File: src/rtl/cp0_pkg.sv
// cp0_pkg: register numbers, bit positions and shared constants for coprocessor 0
package cp0_pkg;
  localparam logic [4:0] CP0_SR    = 5'd12;
  localparam logic [4:0] CP0_CAUSE = 5'd13;
  localparam logic [4:0] CP0_EPC   = 5'd14;
  localparam logic [4:0] CP0_PRID  = 5'd15;
  localparam int SR_IM_LO     = 10;
  localparam int SR_EXL       = 1;
  localparam int SR_IE        = 0;
  localparam int CAUSE_IP_LO  = 10;
  localparam int CAUSE_EXC_LO = 2;
  localparam logic [4:0] EXC_INT = 5'd0;
  localparam logic [31:0] HANDLER_ADDR = 32'h0000_4180;
endpackage

File: src/rtl/cp0_if.sv
// cp0_if: mfc0/mtc0/eret bus between the pipeline and coprocessor 0
interface cp0_if;
  logic [4:0]  a;
  logic [31:0] din;
  logic        we;
  logic        eret;
  logic [31:0] pc_next;
  logic [31:0] dout;
  logic [31:0] epc;
  logic        int_req;
  modport master (output a, din, we, eret, pc_next, input dout, epc, int_req);
  modport slave  (input a, din, we, eret, pc_next, output dout, epc, int_req);
endinterface

File: src/rtl/cp0_sync2.sv
// sync2: two-flop synchroniser with asynchronous active-low clear
module sync2 #(parameter int W = 6) (
  input  logic         clk,
  input  logic         reset,
  input  logic [W-1:0] d,
  output logic [W-1:0] q
);
  logic [W-1:0] s1;
  // first stage may go metastable; second stage gives it a cycle to settle
  always_ff @(posedge clk or negedge reset)
    if (!reset) {q, s1} <= '0;
    else {q, s1} <= {s1, d};
endmodule

File: src/rtl/cp0.sv
// cp0: SR/Cause/EPC/PRId registers, hardware interrupt request and eret return address
module cp0
  import cp0_pkg::*;
#(
  parameter logic [31:0] PRID = 32'h0000_3004
) (
  input  logic       clk,
  input  logic       reset,
  input  logic [5:0] hwint,
  cp0_if.slave       bus
);
  logic [5:0]  im, ip;
  logic        exl, ie;
  logic [4:0]  exc_code;
  logic [31:0] epc_q, sr, cause;
  sync2 #(.W(6)) u_sync (.clk(clk), .reset(reset), .d(hwint), .q(ip));
  assign sr      = {16'b0, im, 8'b0, exl, ie};
  assign cause   = {16'b0, ip, 3'b0, exc_code, 2'b0};
  assign bus.int_req = ie & ~exl & |(ip & im);
  assign bus.epc = epc_q;
  assign bus.dout = bus.a == CP0_SR    ? sr    :
                    bus.a == CP0_CAUSE ? cause :
                    bus.a == CP0_EPC   ? epc_q :
                    bus.a == CP0_PRID  ? PRID  : 32'b0;
  // later assignments win: mtc0, then eret clears EXL, then interrupt entry overrides both
  always_ff @(posedge clk or negedge reset)
    if (!reset) begin
      im       <= '0;
      exl      <= 1'b0;
      ie       <= 1'b0;
      exc_code <= '0;
      epc_q    <= '0;
    end else begin
      if (bus.we && bus.a == CP0_SR) begin
        im  <= bus.din[SR_IM_LO +: 6];
        exl <= bus.din[SR_EXL];
        ie  <= bus.din[SR_IE];
      end
      if (bus.we && bus.a == CP0_EPC) epc_q <= {bus.din[31:2], 2'b00};
      if (bus.eret) exl <= 1'b0;
      if (bus.int_req) begin
        exl      <= 1'b1;
        epc_q    <= {bus.pc_next[31:2], 2'b00};
        exc_code <= EXC_INT;
      end
    end
endmodule
File: src/flat_wrapper.sv
// flat-port wrapper written by rule: the top's interface ports become plain ports
module cp0_flat import cp0_pkg::*;
#(
  parameter logic [31:0] PRID = 32'h0000_3004
)
  (clk, reset, hwint, bus_a, bus_din, bus_we, bus_eret, bus_pc_next, bus_dout, bus_epc, bus_int_req);
  cp0_if bus_i ();
  input  logic clk;
  input  logic reset;
  input  logic [5:0] hwint;
  input wire logic [$bits(bus_i.a)-1:0] bus_a;
  input wire logic [$bits(bus_i.din)-1:0] bus_din;
  input wire logic [$bits(bus_i.we)-1:0] bus_we;
  input wire logic [$bits(bus_i.eret)-1:0] bus_eret;
  input wire logic [$bits(bus_i.pc_next)-1:0] bus_pc_next;
  output wire logic [$bits(bus_i.dout)-1:0] bus_dout;
  output wire logic [$bits(bus_i.epc)-1:0] bus_epc;
  output wire logic [$bits(bus_i.int_req)-1:0] bus_int_req;
  assign bus_i.a = bus_a;
  assign bus_i.din = bus_din;
  assign bus_i.we = bus_we;
  assign bus_i.eret = bus_eret;
  assign bus_i.pc_next = bus_pc_next;
  assign bus_dout = bus_i.dout;
  assign bus_epc = bus_i.epc;
  assign bus_int_req = bus_i.int_req;
  cp0 #(.PRID(PRID)) u_core (.clk(clk), .reset(reset), .hwint(hwint), .bus(bus_i));
endmodule
File: config.mk
export PLATFORM = sky130hd
export DESIGN_NAME = cp0_flat
export DESIGN_NICKNAME = d
export VERILOG_FILES = /design/src/rtl/cp0_pkg.sv /design/src/rtl/cp0_if.sv /design/src/rtl/cp0_sync2.sv /design/src/rtl/cp0.sv /design/src/flat_wrapper.sv
export SDC_FILE = /design/constraint.sdc
export NUM_CORES = 1
export LEC_CHECK = 0
export ABC_AREA = 1
export CELL_PAD_IN_SITES_DETAIL_PLACEMENT = 0
export CELL_PAD_IN_SITES_GLOBAL_PLACEMENT = 1
export CORE_ASPECT_RATIO = 0.5
export CORE_MARGIN = 3
export CORE_UTILIZATION = 31
export DETAILED_ROUTE_END_ITERATION = 10
export PLACE_DENSITY_LB_ADDON = 0.25
export SYNTH_ARGS = -nofsm -noshare
export SYNTH_HDL_FRONTEND = slang
export SYNTH_SLANG_ARGS = --single-unit
File: constraint.sdc
create_clock -name clk -period 2.35 [get_ports clk]
set_input_delay 0.705 -clock clk [delete_from_list [all_inputs] [get_ports clk]]
set_output_delay 0.705 -clock clk [all_outputs]
set_load 0.01 [all_outputs]
==> impl_metrics.tcl, run 1 <==
set metrics [dict create \
    status "complete, no violations" \
    ys_seq_area_share_pct 40.2 \
    clk_pin_slew_ps 70 \
    placed_area_sq_mm 0.00458 \
    synth_area_per_cell_sq_um 7.33 \
    cts_tree "built" \
    via_per_inst 4.44 \
    startpoint_type "input pin" \
    worst_slack_ps 40.8 \
    antenna_found_initial 0 \
    final.period_utilization_pct 98.3 \
    crit_start "bus_a[3]" \
    syn_area_sq_mm 0.00311 \
    cts_sinks 50 \
    synthMuxAreaShare_pct 0 \
    synth_warnings 0 \
    synth_cell_types 23 \
    slew_violations 0 \
    htree_num_levels 2 \
    arrival_ps 1600 \
    worst_pin_slew_ps 737 \
    drc_errors 0 \
    drive_gt1_share_pct 18.7 \
    critPathMaxFanout 8 \
    layout_min_cycle_time_ps 2310 \
    grt_pass1_vias 2955 \
    worst-r2r-setup-slack_ps 560 \
    hp-class "in2async" \
    ir_drop_v 0.000356 \
    rows 25 \
    relSlewSlack_pct 50.9 \
    gp_congestion 0.771 \
    clk-insertion-delay-late_ps 290 \
    pin_count 144 \
    synth_compound_area_share_pct 0.161 \
    endpoint_kind "output pin" \
    nNetsFinal 639 \
    initial_core_util_pct 32.4 \
    finalClockSkew_ps 3.15 \
    post-place-ws_ps -830 \
    crit_type "in2out" \
    root_buffer "clkbuf_16" \
    post_drt_wl_per_cell_um 14.1 \
    drt_wl_total_um 9810 \
    port_buffers 139 \
    cts_buffer_depth 2 \
    ys_ff_latch 50 \
    die_h_um 76.8 \
    worst_ep_required_time_ps 1640 \
    dpl.hpwl_um 7000 \
    synth_cells 424 \
    setup_tns_ps 0 \
    drv_cap 0 \
    first_pass_iters 4 \
    finalPower_mw 4.17 \
    postRouteAntennaNets 0 \
    postLayoutCellArea_sq_mm 0.00468 \
    synth-adder-area-share_pct 0 \
    finalSetupViolCount 0 \
    grt_max_degree 62 \
    drt_iter0_markers 182 \
    leakage_nw 2.58 \
    whs_ps 245 \
    synth-simple-area-share_pct 45.0 \
    synth_xor_area_share_pct 0 \
    grt_use_total_pct 17.3 \
    grt_setup_unrepaired "false" \
    hold_viol_final 0 \
    die_area_sq_mm 0.0113 \
    design.core.area_sq_mm 0.00960 \
    reg2reg_depth 9 \
    max_freq_ghz 0.433 \
    dr_total_vias 3087 \
    die_w_um 148 \
    ctsHoldBuffers 0 \
    r2r-start "u_core.u_sync.q[5]" \
    diodes 0 \
    synth_top_family_by_area "simple AND/OR/NAND/NOR gates" \
    cts_buffers 5 \
    grt_first_pass_wirelength_um 15700 \
    power_density_mw_per_mm2 892 \
    r2r-end "u_core.bus.epc[17]" \
    syn_to_final_growth_pct 50.5 \
    overflow 0 \
]
==> worst max-delay path by stage <==
stage                              end  depth (start not counted)
after global placement    bus_dout[13]                          6
after CTS                 bus_dout[27]                          7
after floorplan           bus_dout[16]                          5
after global routing      bus_dout[13]                          9
final                     bus_dout[13]                          9
after detailed placement  bus_dout[13]                          6
==> power by group <==
part	leakage (nW)	total (mW)	internal, mW	switching (mW)
Combinational	1.91	1.88	0.940	0.940
Clock	0.0760	0.830	0.502	0.328
Sequential	0.588	1.46	1.17	0.292
==> routing by layer <==
layer	global-route usage, %	vias up	share of wire (%)	wire (um)
li1	-	1589	-	-
met1	25.0	1413	47	4660
met2	26.5	81	45	4430
met3	4.13	4	6.6	651
met4	3.25	0	0.72	71
met5	0	-	0	0
==> per-stage QoR <==
stage	util, %	instances
CTS	48.6	696
floorplan	-	425
detailed placement	47.7	683
finish	48.7	696
global route	48.7	696
global placement	47.7	683
==> critical path: stages <==
cell and delay, ps:
buf_2 110, nand2_4 100, nor2_8 40, buf_6 130
nand2_8 90, clkinv_8 80, nand2_4 60, nand4_1 120
buf_2 170
==> area by class of cell <==
cell class | instances | area [sq um]
well taps | 135 | 169
fillers | 977 | 4920
inverters | 64 | 253
clock inverters | 3 | 45.0
multi-input cells | 281 | 1440
flip-flops and latches | 50 | 1250
clock buffers | 5 | 125
repair buffers | 158 | 1400
==> registers in the layout, indices dropped and copies added (netlist names) <==
signal            cells
u_core.u_sync.s1      6
u_core.bus.epc       30
u_core.u_sync.q       6
u_core.exl            1
u_core.ie             1
u_core.im             6
==> kinds of logic after synthesis <==
| group | Yosys count |
|---|---|
| AO/OA/AOI/OAI | 1 |
| other | 1 |
| AND/OR/NAND/NOR | 278 |
| buffers and inverters | 94 |
| flip-flops | 50 |
==> placed cells by master (no fill, tap or decap), types with 2 or more instances in the layout <==
master,count
conb_1,2
nand4_1,32
inv_2,5
clkbuf_16,5
nand2_4,5
nand2_2,4
buf_6,2
buf_2,35
inv_1,57
dlygate4sd2_1,2
nor2_1,26
nor2_8,2
clkinvlp_4,2
nand3_1,46
buf_4,14
nand2_1,138
dfrtp_1,50
buf_12,2
nand3_2,20
nor2_4,2
clkdlybuf4s50_1,100
==> cell usage after synthesis <==
master / number / share of area [%]
nand2_2: 3 / 0.60
dfrtp_1: 50 / 40
o21ai_1: 1 / 0.16
nor2_2: 2 / 0.40
nand2_8: 1 / 0.64
nor2_4: 1 / 0.36
nand3_1: 46 / 7.4
buf_4: 3 / 0.72
nand4_1: 32 / 6.4
buf_6: 8 / 2.9
and3_1: 1 / 0.20
nor2_8: 2 / 1.3
clkinv_1: 1 / 0.12
nand2_1: 141 / 17
inv_6: 1 / 0.28
conb_1: 1 / 0.12
clkbuf_1: 3 / 0.36
inv_1: 58 / 7.0
nand2_4: 3 / 1.1
inv_2: 4 / 0.48
nor2_1: 26 / 3.1
buf_2: 16 / 2.6
nand3_2: 20 / 6.4
==> timing repair <==
item / in CTS / in global routing
gates resized for setup: 157 / 5
cloned: 0 / 0
endpoints found under the setup margin: 32 / 32
buffers inserted: 5 / 1
pin swaps: 8 / 4
Note: power is estimated with default switching activity, not from simulation.
==> run 2, diff against run 1 <==
--- a/config.mk
+++ b/config.mk
@@ -8,10 +8,11 @@
 export ABC_AREA = 1
 export CELL_PAD_IN_SITES_DETAIL_PLACEMENT = 0
 export CELL_PAD_IN_SITES_GLOBAL_PLACEMENT = 1
-export CORE_ASPECT_RATIO = 0.5
+export CORE_ASPECT_RATIO = 1.2
 export CORE_MARGIN = 3
 export CORE_UTILIZATION = 31
 export DETAILED_ROUTE_END_ITERATION = 10
+export GPL_ROUTABILITY_DRIVEN = 0
 export PLACE_DENSITY_LB_ADDON = 0.25
 export SYNTH_ARGS = -nofsm -noshare
 export SYNTH_HDL_FRONTEND = slang
==> run 2 against run 1 <==
Die area fell by 0.60%. Setup slack improved by 61 ps. Non-clock buffer count rose by 4. Global-route usage barely moved. Clock power fell by 13%. Core utilization rose by 0.18 points. Cell area rose by 0.99%. Count of clock-buffer cells in the layout did not move. Clock skew rose by 3.3 ps. First-iteration DRC count fell by 47%. Combinational power barely moved. Sequential power barely moved. Largest cell class is now non-clock buffers.
==> impl_metrics.tcl, run 2 (synthesis gave the netlist of run 1 again) <==
set metrics [dict create \
    final_cell_mix "nand2_1, clkdlybuf4s50_1, inv_1" \
    cts_buffers 5 \
    path_delay_family "buffers and inverters" \
    antenna_found_initial 0 \
    drv_cap 0 \
    drt_wl_total_um 9700 \
    critPathMaxFanout 3 \
    critical_path.max_stage_delay_ps 140 \
    port_buffers 139 \
    grt_use_total_pct 17.2 \
    rows 39 \
    die_w_um 97.4 \
    postLayoutCellArea_sq_mm 0.00473 \
    die_area_sq_mm 0.0113 \
    crit_buf_inv 4 \
    dr_total_vias 3145 \
    postRouteAntennaNets 0 \
    root_buffer "clkbuf_16" \
    layout_min_cycle_time_ps 2250 \
    drive_gt1_share_pct 20.5 \
    worst_ep_required_time_ps 1640 \
    ir_drop_v 0.000395 \
    cts_tree "built" \
    relSlewSlack_pct 53.4 \
    finalClockSkew_ps 6.41 \
    startpoint_type "input pin" \
    arrival_ps 1540 \
    max_freq_ghz 0.445 \
    diodes 0 \
    worstPathCellList "buf_2 -> nand2_2 -> nor2_8 -> buf_6 -> nand2_8 -> buf_6 -> nor2_2 -> buf_2" \
    setup_tns_ps 0 \
    power_density_mw_per_mm2 861 \
    final_common_cell "nand2_1" \
    clk-insertion-delay-late_ps 290 \
    finalSetupViolCount 0 \
    hp-class "reg2reg" \
    post_drt_wl_per_cell_um 14.1 \
    slew_violations 0 \
    status "complete, no violations" \
    worst_slack_ps 102 \
    worst_pin_slew_ps 699 \
    crit_type "in2out" \
    cts_sinks 50 \
    design.core.area_sq_mm 0.00966 \
    finalPower_mw 4.07 \
    nNetsFinal 643 \
    hold_viol_final 0 \
    leakage_nw 2.59 \
    initial_core_util_pct 32.2 \
    cp_slowest_cell "nor2_8" \
    syn_to_final_growth_pct 52.0 \
    drt_iter0_markers 97 \
    die_h_um 116 \
    grt_first_pass_wirelength_um 15800 \
    post-place-ws_ps -784 \
    pin_count 144 \
    endpoint_kind "output pin" \
    grt_setup_unrepaired "false" \
    overflow 0 \
    drc_errors 0 \
    largest_reg_flops 30 \
    htree_num_levels 2 \
    cts_buffer_depth 2 \
    first_pass_iters 4 \
    placed_area_sq_mm 0.00463 \
    clk_pin_slew_ps 70 \
    final.period_utilization_pct 95.7 \
    dpl.hpwl_um 6910 \
    grt_max_degree 62 \
    ctsHoldBuffers 0 \
    grt_pass1_vias 3015 \
    via_per_inst 4.57 \
]
==> run 2: cell types whose count changed in the layout (fill, tap and decap cells not counted), sizes merged <==
cell,delta
clkbuf,-1
clkinvlp,-1
buf,+7
bufinv,-1
clkinv,+2
dlygate4sd2,-2
==> run 2: final timing paths <==
path                                startpoint                 end  slack [ps]  cells after the start
setup / recovery                      bus_a[2]         bus_dout[1]         100                      8
hold / removal             u_core.u_sync.s1[0]  u_core.u_sync.q[0]         350                      0
setup reg to reg                  u_core.im[5]  u_core.bus.epc[11]         570                      9
hold reg to reg            u_core.u_sync.s1[0]  u_core.u_sync.q[0]         350                      0
max in group asynchronous                reset  u_core.bus.epc[17]        1420                      2
min in group asynchronous                reset   u_core.bus.epc[9]         390                      1
==> run 2: routing by layer <==
metal | wire length, um | vias to the layer above | GRT usage, %
li1 | - | 1595 | -
met1 | 4130 | 1404 | 22.8
met2 | 4760 | 132 | 28.7
met3 | 603 | 14 | 3.37
met4 | 208 | 0 | 5.54
met5 | 0 | - | 0
==> run 2: final cells by class <==
type	count	area, sq um
well taps	123	154
clock inverters	3	21.3
inverters	64	260
multi-input cells	281	1460
fillers	976	4940
clock buffers	5	125
repair buffers	162	1460
flip-flops and latches	50	1250
==> run 2: worst reg2reg max path, cell delays in order (launching register included) <==
cell and delay (ps):
dfrtp_1 410, nand2_1 90, nand2_1 50, nor2_1 120, nand2_2 90, nand2_4 70, buf_4 570, nand2_1 140
nand2_1 90, nand2_1 50
==> run 2: power by group <==
part,internal [mW],switching (mW),total [mW]
Clock,0.395,0.324,0.718
Combinational,0.943,0.939,1.88
Sequential,1.17,0.296,1.47
Total,2.51,1.56,4.07
==> run 2: metrics by stage <==
stage | hold WS [ps] | std cells | utilization, %
after global placement | 336 | 674 | 47.9
after global routing | 354 | 688 | 48.9
after detailed placement | 336 | 674 | 47.9
after floorplan | 331 | 425 | -
after CTS | 352 | 687 | 48.9
final | 351 | 688 | 48.9
==> run 2: timing repair <==
| item | CTS | global route |
|---|---|---|
| pin swaps | 10 | 3 |
| setup buffers | 4 | 1 |
| gates cloned | 1 | 0 |
| endpoints found under the hold margin | 0 | 0 |
| resized for setup | 162 | 7 |
| endpoints found under the setup margin | 32 | 22 |
==> run 3, diff against run 2 <==
--- a/config.mk
+++ b/config.mk
@@ -6,14 +6,16 @@
 export NUM_CORES = 1
 export LEC_CHECK = 0
 export ABC_AREA = 1
-export CELL_PAD_IN_SITES_DETAIL_PLACEMENT = 0
-export CELL_PAD_IN_SITES_GLOBAL_PLACEMENT = 1
+export CELL_PAD_IN_SITES_DETAIL_PLACEMENT = 1
+export CELL_PAD_IN_SITES_GLOBAL_PLACEMENT = 2
 export CORE_ASPECT_RATIO = 1.2
 export CORE_MARGIN = 3
-export CORE_UTILIZATION = 31
+export CORE_UTILIZATION = 23
 export DETAILED_ROUTE_END_ITERATION = 10
 export GPL_ROUTABILITY_DRIVEN = 0
 export PLACE_DENSITY_LB_ADDON = 0.25
+export SKIP_LAST_GASP = 1
+export SLEW_MARGIN = 20
 export SYNTH_ARGS = -nofsm -noshare
 export SYNTH_HDL_FRONTEND = slang
 export SYNTH_SLANG_ARGS = --single-unit
==> run 3 against run 2 <==
Fmax fell by 0.81%. Clock skew fell by 0.82 ps. Critical path type unchanged. Highest routed layer unchanged. Critical path depth fell by 1.
==> impl_metrics.tcl, run 3 (synthesis gave the netlist of run 1 again) <==
set metrics [dict create \
    slew_violations 0 \
    design.core.area_sq_mm 0.0129 \
    cts_buffers 5 \
    startpoint_type "input pin" \
    internal_power_mw 2.52 \
    cts_buffer_depth 2 \
    nNetsFinal 644 \
    initial_core_util_pct 24.0 \
    swShare_pct 39.9 \
    dpl.hpwl_um 8630 \
    rows 45 \
    ctsHoldBuffers 0 \
    drc_errors 0 \
    syn_to_final_growth_pct 53.4 \
    worst_ep_required_time_ps 1640 \
    via_per_inst 4.45 \
    clock_power_share_pct 18.0 \
    endpoint_kind "output pin" \
    leakage_nw 2.59 \
    drt_iter0_markers 128 \
    pin_count 144 \
    worst-r2r-setup-slack_ps 560 \
    clk-insertion-delay-late_ps 290 \
    combPwrFrac_pct 46.8 \
    drive_gt1_share_pct 20.7 \
    final_cell_mix "nand2_1, clkdlybuf4s50_1, inv_1" \
    largest_reg_flops 30 \
    place_inst 716 \
    clk_pin_slew_ps 70 \
    overflow 0 \
    hp-class "reg2reg" \
    diodes 0 \
    dr_total_vias 3250 \
    hold_viol_final 0 \
    post_drt_wl_per_cell_um 16.5 \
    grt_first_pass_wirelength_um 19300 \
    crit_type "in2out" \
    pwr-share-seq_pct 35.2 \
    finalClockSkew_ps 5.59 \
    drv_cap 0 \
    root_buffer "clkbuf_16" \
    p_sw_mw 1.67 \
    r2r-start "u_core.im[5]" \
    grt_use_total_pct 16.2 \
    finalPower_mw 4.19 \
    cts_sinks 50 \
    reg2reg_depth 9 \
    first_pass_iters 4 \
    power_density_mw_per_mm2 879 \
    grt_max_degree 62 \
    layout_min_cycle_time_ps 2270 \
    finalSetupViolCount 0 \
    die_h_um 133 \
    postRouteAntennaNets 0 \
    arrival_ps 1560 \
    final.period_utilization_pct 96.4 \
    ir_drop_v 0.000486 \
    drt_wl_total_um 12000 \
    antenna_found_initial 0 \
    r2r-end "u_core.bus.epc[6]" \
    grt_setup_unrepaired "false" \
    cts_tree "built" \
    grt_pass1_vias 3505 \
    final_cells 730 \
    die_w_um 112 \
    crit_start "bus_a[1]" \
    critPathMaxFanout 8 \
    die_area_sq_mm 0.0150 \
    htree_num_levels 2 \
    status "complete, no violations" \
    worst_pin_slew_ps 741 \
    max_freq_ghz 0.441 \
    final_common_cell "nand2_1" \
    setup.worst_path.end "bus_dout[31]" \
    port_buffers 139 \
    relSlewSlack_pct 50.6 \
]
-- run 3: cell types whose count changed in the layout (fill, tap and decap cells not counted), sizes merged --
cell / change
buf: +1
clkinv: -3
clkinvlp: +1
inv: +2
-- run 3: how the worst min path moves through the flow --
| stage | from | depth (start not counted) | to | slack (ps) |
|---|---|---|---|---|
| floorplan | u_core.u_sync.s1[0] | 0 | u_core.u_sync.q[0] | 330 |
| global placement | u_core.u_sync.s1[1] | 0 | u_core.u_sync.q[1] | 330 |
| detailed placement | u_core.u_sync.s1[5] | 0 | u_core.u_sync.q[5] | 340 |
| CTS | u_core.u_sync.s1[0] | 0 | u_core.u_sync.q[0] | 360 |
| global route | u_core.u_sync.s1[0] | 0 | u_core.u_sync.q[0] | 370 |
| finish | u_core.u_sync.s1[1] | 0 | u_core.u_sync.q[1] | 360 |
-- run 3: layer usage --
metal | up-vias | part of all wire, % | track usage, %
li1 | 1592 | - | -
met5 | - | 0 | 0
met2 | 88 | 52 | 28.3
met3 | 10 | 4.1 | 2.77
met4 | 0 | 1.5 | 4.48
met1 | 1560 | 42 | 20.6
-- run 3: metrics by stage --
| step | hold slack, ps | util [%] | setup WS, ps | instance area [sq um] | TNS [ps] |
|---|---|---|---|---|---|
| 5_1_grt | 368 | 36.8 | 13.0 | 4770 | 0 |
| 3_3_place_gp | 334 | 36.1 | -840 | 4680 | -22460 |
| 6_report | 357 | 36.8 | 83.6 | 4770 | 0 |
| 4_1_cts | 357 | 36.8 | 15.4 | 4760 | 0 |
| 3_5_place_dp | 340 | 36.1 | -877 | 4680 | -23340 |
| 2_1_floorplan | 331 | - | 297 | 3110 | 0 |
-- run 3: what timing repair did --
item	in CTS	in global routing
buffers inserted	4	1
resized for setup	162	8
pin swaps	7	2
cloned	1	0
endpoints found under the setup margin	32	26
-- run 3: final cells by class --
class / count / area (sq um)
clock buffers: 5 / 125
clock inverters: 3 / 23.8
fillers: 1610 / 8180
inverters: 64 / 250
multi-input cells: 281 / 1460
flip-flops and latches: 50 / 1250
well taps: 164 / 205
repair buffers: 163 / 1450
-- run 3: critical path, cell delays in order --
cell,delay (ps)
buf_2,120
inv_2,70
nor2_8,150
nand2_8,110
buf_12,170
nor2_1,90
buf_2,130
-- run 3: power groups by stage --
| stage | combinational (mW) | clock, mW | sequential (mW) |
|---|---|---|---|
| floorplan | 0.925 | 0 | 1.54 |
| global placement | 1.94 | 0 | 1.49 |
| detailed placement | 1.99 | 0 | 1.50 |
| CTS | 2.00 | 0.784 | 1.49 |
| global route | 2.19 | 0.829 | 1.53 |
| finish | 1.96 | 0.756 | 1.47 |
